## src/rtl/mips_pkg.sv

```systemverilog
// mips_pkg: opcode/funct encodings, FSM states, ALU ops and decode helpers for the multicycle core
package mips_pkg;
    localparam logic [5:0] OP_R = 6'h00, OP_J = 6'h02, OP_BEQ = 6'h04, OP_ADDIU = 6'h09, OP_LW = 6'h23, OP_SW = 6'h2B;
    localparam logic [5:0] FN_ADDU = 6'h21, FN_SUBU = 6'h23, FN_AND = 6'h24, FN_OR = 6'h25, FN_SLT = 6'h2A;
    typedef enum logic [2:0] {S_IDLE, S_FETCH, S_DECODE, S_EXEC, S_MEM, S_WB, S_TRAP} state_t;
    typedef enum logic [2:0] {ALU_ADD, ALU_SUB, ALU_AND, ALU_OR, ALU_SLT} alu_op_t;
    function automatic logic is_legal(input logic [5:0] op, input logic [5:0] fn);
        return op == OP_R ? fn inside {FN_ADDU, FN_SUBU, FN_AND, FN_OR, FN_SLT}
                          : op inside {OP_J, OP_BEQ, OP_ADDIU, OP_LW, OP_SW};
    endfunction
    function automatic alu_op_t alu_op_of(input logic [5:0] op, input logic [5:0] fn);
        return op != OP_R ? ALU_ADD : fn == FN_SUBU ? ALU_SUB : fn == FN_AND ? ALU_AND :
               fn == FN_OR ? ALU_OR : fn == FN_SLT ? ALU_SLT : ALU_ADD;
    endfunction
endpackage

```

## src/rtl/mips_regfile.sv

```systemverilog
// mips_regfile: 32x32 register file, two async reads, one sync write, $0 reads as zero
module mips_regfile #(
    parameter bit CLR_REGS = 1'b1
) (
    input  logic        clk,
    input  logic        reset,
    input  logic [4:0]  ra1,
    input  logic [4:0]  ra2,
    output logic [31:0] rd1,
    output logic [31:0] rd2,
    input  logic        we,
    input  logic [4:0]  wa,
    input  logic [31:0] wd
);
    logic [31:0] regs [32];
    assign rd1 = ra1 == 5'd0 ? 32'd0 : regs[ra1];
    assign rd2 = ra2 == 5'd0 ? 32'd0 : regs[ra2];
    always_ff @(posedge clk) begin
        if (reset) begin
            if (CLR_REGS) for (int i = 0; i < 32; i++) regs[i] <= '0;
        end else if (we && wa != 5'd0) regs[wa] <= wd;
    end
endmodule

```

## src/rtl/mips_multicycle_core.sv

```systemverilog
// mips_multicycle_core: multicycle MIPS-I subset core with a shared req/ready memory port and a trap state
module mips_multicycle_core
    import mips_pkg::*;
#(
    parameter logic [31:0] RESET_PC = 32'h0000_0000,
    parameter int          MAX_WAIT = 16,
    parameter bit          CLR_REGS = 1'b1
) (
    input  logic        clk,
    input  logic        reset,
    output logic        mem_req,
    output logic        mem_we,
    output logic [31:0] mem_addr,
    output logic [31:0] mem_wdata,
    input  logic [31:0] mem_rdata,
    input  logic        mem_ready,
    output logic        retire,
    output logic [31:0] pc_out,
    output logic        halted
);
    localparam int WW = $clog2(MAX_WAIT + 1);
    state_t state, state_n;
    alu_op_t alu_op;
    logic [31:0] pc, ir, a, b, alu_out, mdr, imm, src, alu_res, rd1, rd2;
    logic [WW-1:0] wait_cnt;
    logic [5:0] op;
    logic retire_q, done, xfer, timeout;
    assign op = ir[31:26];
    assign imm = {{16{ir[15]}}, ir[15:0]};
    assign src = op == OP_R ? b : imm;
    assign alu_op = alu_op_of(op, ir[5:0]);
    assign alu_res = alu_op == ALU_SUB ? a - src : alu_op == ALU_AND ? a & src : alu_op == ALU_OR ? a | src :
                     alu_op == ALU_SLT ? {31'd0, $signed(a) < $signed(src)} : a + src;
    assign mem_req = !reset && (state == S_FETCH || state == S_MEM);
    assign mem_we = mem_req && state == S_MEM && op == OP_SW;
    assign mem_addr = !reset && state == S_MEM ? alu_out : pc;
    assign mem_wdata = b;
    assign retire = retire_q && !reset;
    assign halted = !reset && state == S_TRAP;
    assign xfer = mem_req && mem_ready;
    assign timeout = mem_req && !mem_ready && wait_cnt == WW'(MAX_WAIT - 1);
    mips_regfile #(.CLR_REGS(CLR_REGS)) u_rf (
        .clk(clk), .reset(reset), .ra1(ir[25:21]), .ra2(ir[20:16]), .rd1(rd1), .rd2(rd2),
        .we(state == S_WB), .wa(op == OP_R ? ir[15:11] : ir[20:16]), .wd(op == OP_LW ? mdr : alu_out)
    );
    always_comb begin
        state_n = state;
        done = 1'b0;
        case (state)
            S_IDLE:   state_n = S_FETCH;
            S_FETCH:  state_n = xfer ? S_DECODE : timeout ? S_TRAP : S_FETCH;
            S_DECODE: state_n = is_legal(op, ir[5:0]) ? S_EXEC : S_TRAP;
            S_EXEC: begin
                done = op == OP_BEQ || op == OP_J;
                state_n = done ? S_FETCH : op == OP_LW || op == OP_SW ? (alu_res[1:0] != 2'b00 ? S_TRAP : S_MEM) : S_WB;
            end
            S_MEM: begin
                done = xfer && op == OP_SW;
                state_n = xfer ? (op == OP_SW ? S_FETCH : S_WB) : timeout ? S_TRAP : S_MEM;
            end
            S_WB: begin
                done = 1'b1;
                state_n = S_FETCH;
            end
            default:  state_n = S_TRAP;
        endcase
    end
    always_ff @(posedge clk) begin
        if (reset) begin
            state <= S_IDLE;
            pc <= RESET_PC;
            pc_out <= RESET_PC;
            ir <= '0;
            a <= '0;
            b <= '0;
            alu_out <= '0;
            mdr <= '0;
            wait_cnt <= '0;
            retire_q <= 1'b0;
        end else begin
            state <= state_n;
            retire_q <= done;
            wait_cnt <= mem_req && !mem_ready && state_n == state ? wait_cnt + 1'b1 : '0;
            if (state == S_FETCH && xfer) begin
                ir <= mem_rdata;
                pc_out <= pc;
                pc <= pc + 32'd4;
            end
            if (state == S_DECODE) begin
                a <= rd1;
                b <= rd2;
            end
            if (state == S_EXEC) begin
                alu_out <= alu_res;
                if (op == OP_BEQ && a == b) pc <= pc + {imm[29:0], 2'b00};
                if (op == OP_J) pc <= {pc[31:28], ir[25:0], 2'b00};
            end
            if (state == S_MEM && xfer && op == OP_LW) mdr <= mem_rdata;
        end
    end
endmodule
```

## config.mk

```make
export PLATFORM = sky130hd
export DESIGN_NAME = mips_multicycle_core
export DESIGN_NICKNAME = d
export VERILOG_FILES = /design/src/rtl/mips_pkg.sv /design/src/rtl/mips_regfile.sv /design/src/rtl/mips_multicycle_core.sv
export SDC_FILE = /design/constraint.sdc
export NUM_CORES = 2
export LEC_CHECK = 0
export CELL_PAD_IN_SITES_DETAIL_PLACEMENT = 1
export CELL_PAD_IN_SITES_GLOBAL_PLACEMENT = 2
export CORE_MARGIN = 2
export CORE_UTILIZATION = 45
export DETAILED_ROUTE_END_ITERATION = 8
export MAX_ROUTING_LAYER = met4
export PLACE_DENSITY = 0.85
export SLEW_MARGIN = 15
export SYNTH_ARGS = -nofsm -noshare
export SYNTH_HDL_FRONTEND = slang
export SYNTH_HIERARCHICAL = 1
export SYNTH_SLANG_ARGS = --single-unit
export TNS_END_PERCENT = 100
```

## constraint.sdc

```tcl
create_clock -name clk -period 6.8 [get_ports clk]
set_clock_uncertainty 0.2 [all_clocks]
set_input_delay 0.68 -clock clk [delete_from_list [all_inputs] [get_ports clk]]
set_output_delay 0.68 -clock clk [all_outputs]
set_load 0.03 [all_outputs]
```

==> out/qor.csv <==
metric,value,unit
numPlacedInstances,7625,
worstMarginPinSlew,1.278,ns
cts_htree_levels,4,
cts_root_buffer,sky130_fd_sc_hd__clkbuf_16,
fin_setup_tns,0,ns
drc_errors,0,
fin_cells,7907,
dp_slack,1.268,ns
start_to_end_type_of_the_worst_setup_path,flip-flop to flip-flop,
cp_common_cell,sky130_fd_sc_hd__a21o_1,
rsz0062_at_grt,no,
maxSlewHeadroom,13.60,%
ys_async_sr_fraction,0,%
post_cts_buffers,0,
worstPathMaxFanout,24,
io_buffer_count,132,
drt_pre_antenna_iters,6,
yosysUniqueCellTypes,95,
ys_dominant_reg_cell,sky130_fd_sc_hd__edfxtp_1,
detail_route.wl_per_cell,34.78,µm
maximum_number_of_pins_on_one_net_before_global_route_repair,110,
max_freq,178.0,MHz
worst_path_max_delay_cell,sky130_fd_sc_hd__or4_1,
drt_wl_total,275000,µm
tritoncts.num_buffers,144,
globalRouteMet2Util,54.70,%
grt_first_pass_wirelength,392200,µm
cp_data_required_time,7.28,ns
clk_latency,0.80,ns
drv_cap,0,
nNetsFinal,5882,
vias,52460,
synth_cells,5769,
timing.final.hold_violations,0,
leading_cell_types_in_the_layout_fill_and_taps_excluded,"1024 x sky130_fd_sc_hd__edfxtp_1, 1005 x sky130_fd_sc_hd__and2_1, 472 x sky130_fd_sc_hd__mux4_2",
start_util,45.36,%
groute.layer.met1.usage,42.41,%
yosys_register_bits,1253,
syn-cell-area,70850,µm²
synth_sequential_area_ratio,49.87,%
first_global_vias,54100,
gr-total-overflow,0,
critPathCaptureType,flip-flop,
power.total,17.84,mW
die_area,160600,µm²
global_route.peak_usage_layer,met2,
power_density,226.8,nW/µm²
layout_commonest_cell,sky130_fd_sc_hd__edfxtp_1,
die_y,400.8,µm
syn-mean-instance-area,12.28,µm²
holdCritPathClass,flip-flop to flip-flop,
final_period_minus_worst_setup_slack,5.618,ns
clkSlewWorstSetupHoldPaths,0.06,ns
flow.area_growth_from_synthesis,11.01,%
tritoncts_clock_tree,done,
drive_gt1_share,18.17,%
grt_antenna_before_repair,19,
drt_iter0_drc,6202,
vias_per_cell,6.635,
finalMaxSlewViolations,0,
total_half_perimeter_wirelength_after_legalization_and_detailed_placement,180200,µm
grt_util_all_layers,34.72,%
vdd_drop_max,0.2759,mV
path_cells,"or2_1, or3_1, or3_1, buf_4, and2_1, a21o_1, inv_1, ha_1, a21o_1, a21oi_1, o21ai_0, o41a_1, a21o_1, or4_1, a31oi_1, xor2_1, o221ai_1, a21o_1",
fp.dieW,400.8,µm
floorplan.rows,145,
io-pin-count,135,
critPathArrivalTime,6.10,ns
clock_path_buffers,3,
final-setup-viol-count,0,
finalWorstSetupSlack,1.182,ns
detail-route-antenna-nets,0,
tritoncts_num_sinks,1253,
leakagePower,27.09,nW
worstSetupStartpointType,flip-flop,
outcome,"complete, no violations",
gpl.final_weighted_congestion,0.9478,
synth_enable_flop_cells,1024,
slowest_delay,0.52,ns
synth_warnings,6,
core_area,156200,µm²
final.period_utilization,82.62,%
worst_hold_slack,0.2545,ns
grt_util_met3,8.091,%
-- worst paths after layout --
kind                         from                        to  slack (ns)  depth (start not counted)
min reg2reg  mdr[20]$_SDFFE_PP0P_      mdr[20]$_SDFFE_PP0P_        0.25                          2
min          mdr[20]$_SDFFE_PP0P_      mdr[20]$_SDFFE_PP0P_        0.25                          2
max reg2reg   ir[29]$_SDFFE_PP0P_  alu_out[31]$_SDFFE_PP0P_        1.18                         18
max           ir[29]$_SDFFE_PP0P_  alu_out[31]$_SDFFE_PP0P_        1.18                         18
-- cells in the mapped netlist, types with 26 or more instances --
library cell / count / area share [%]
sky130_fd_sc_hd__or2_2: 42 / 0.37
sky130_fd_sc_hd__nand3_1: 40 / 0.28
sky130_fd_sc_hd__nor2b_1: 26 / 0.23
sky130_fd_sc_hd__a22o_1: 54 / 0.67
sky130_fd_sc_hd__buf_4: 36 / 0.38
sky130_fd_sc_hd__mux2i_1: 162 / 2.3
sky130_fd_sc_hd__nor3_1: 85 / 0.60
sky130_fd_sc_hd__xnor2_1: 62 / 0.77
sky130_fd_sc_hd__a211oi_1: 36 / 0.38
sky130_fd_sc_hd__nand2b_1: 26 / 0.23
sky130_fd_sc_hd__edfxtp_1: 1024 / 43
sky130_fd_sc_hd__inv_1: 114 / 0.60
sky130_fd_sc_hd__buf_2: 55 / 0.39
sky130_fd_sc_hd__o21ai_0: 98 / 0.69
sky130_fd_sc_hd__a21o_1: 45 / 0.48
sky130_fd_sc_hd__o22ai_1: 115 / 1.0
sky130_fd_sc_hd__nor2_1: 179 / 0.95
sky130_fd_sc_hd__clkbuf_1: 386 / 2.0
sky130_fd_sc_hd__and2_1: 1006 / 8.9
sky130_fd_sc_hd__nand2_1: 469 / 2.5
sky130_fd_sc_hd__ha_1: 128 / 2.3
sky130_fd_sc_hd__xor2_1: 47 / 0.58
sky130_fd_sc_hd__mux4_2: 472 / 15
sky130_fd_sc_hd__a22oi_1: 26 / 0.28
sky130_fd_sc_hd__buf_1: 31 / 0.16
sky130_fd_sc_hd__dfxtp_1: 229 / 6.5
sky130_fd_sc_hd__a21oi_1: 334 / 2.4
sky130_fd_sc_hd__a2111oi_1: 41 / 0.58
sky130_fd_sc_hd__mux2_2: 89 / 1.4
-- layout make-up --
class                      instances  area, µm²
clock buffer                     190       3951
fill                           15810      77550
multi-input combinational       3903      33090
clock inverter                    67      473.0
timing repair buffer             300       2723
inverter                         114      427.9
sequential                      1253      35360
tap                             2058       2575
antenna                           22      55.05
-- routing by layer --
metal  part of all wire [%]  vias up
met2                     47     3115
met3                     10      734
met1                     38    27290
li1                       -    21330
met5                      0        -
met4                    5.0        0
-- power by group --
group,internal (mW),total (mW),switching (mW)
registers,8.51,8.72,0.205
clock network,4.17,7.50,3.33
logic,0.611,1.62,1.01
-- stage by stage --
stage               instance area (µm²)  utilization [%]
floorplan                         70970                -
global placement                  74100            47.43
detailed placement                74100            47.43
CTS                               78530            50.27
global route                      78620            50.33
finish                            78650            50.35
-- logic make-up after synthesis --
group                      Yosys count  share of synthesized area (%)
buffers and inverters              645                          3.949
AOI/OAI and AO/OA                  920                          8.529
muxes                              723                          18.71
xor gates and xnor gates           109                          1.347
DFF                               1253                          49.87
adders and majority gates          131                          2.345
other                                2                        0.01060
and+or+nand+nor                   1986                          15.24
-- sequential cells by signal (all words and copies together), names as in the netlist --
signal,flops
u_rf/regs,1024
a,32
alu_out,32
ir,32
mdr,32
mem_wdata,32
pc,30
pc_out,30
wait_cnt,5
state,3
retire_q,1
-- critical path: cells and delay by family (launching register included) --
family	cells	cell delay, ns
simple gates	5	2.07
compound gates	9	1.99
flops	1	0.38
fa+ha+maj	1	0.35
buf+inv	2	0.34
xor+xnor	1	0.17
-- timing repair --
item,CTS,global route
hold buffers,1,0
setup endpoints to repair,0,0
gates resized for setup,0,0
hold endpoints to repair,2,0
Note: power is estimated with default switching activity, not from simulation.
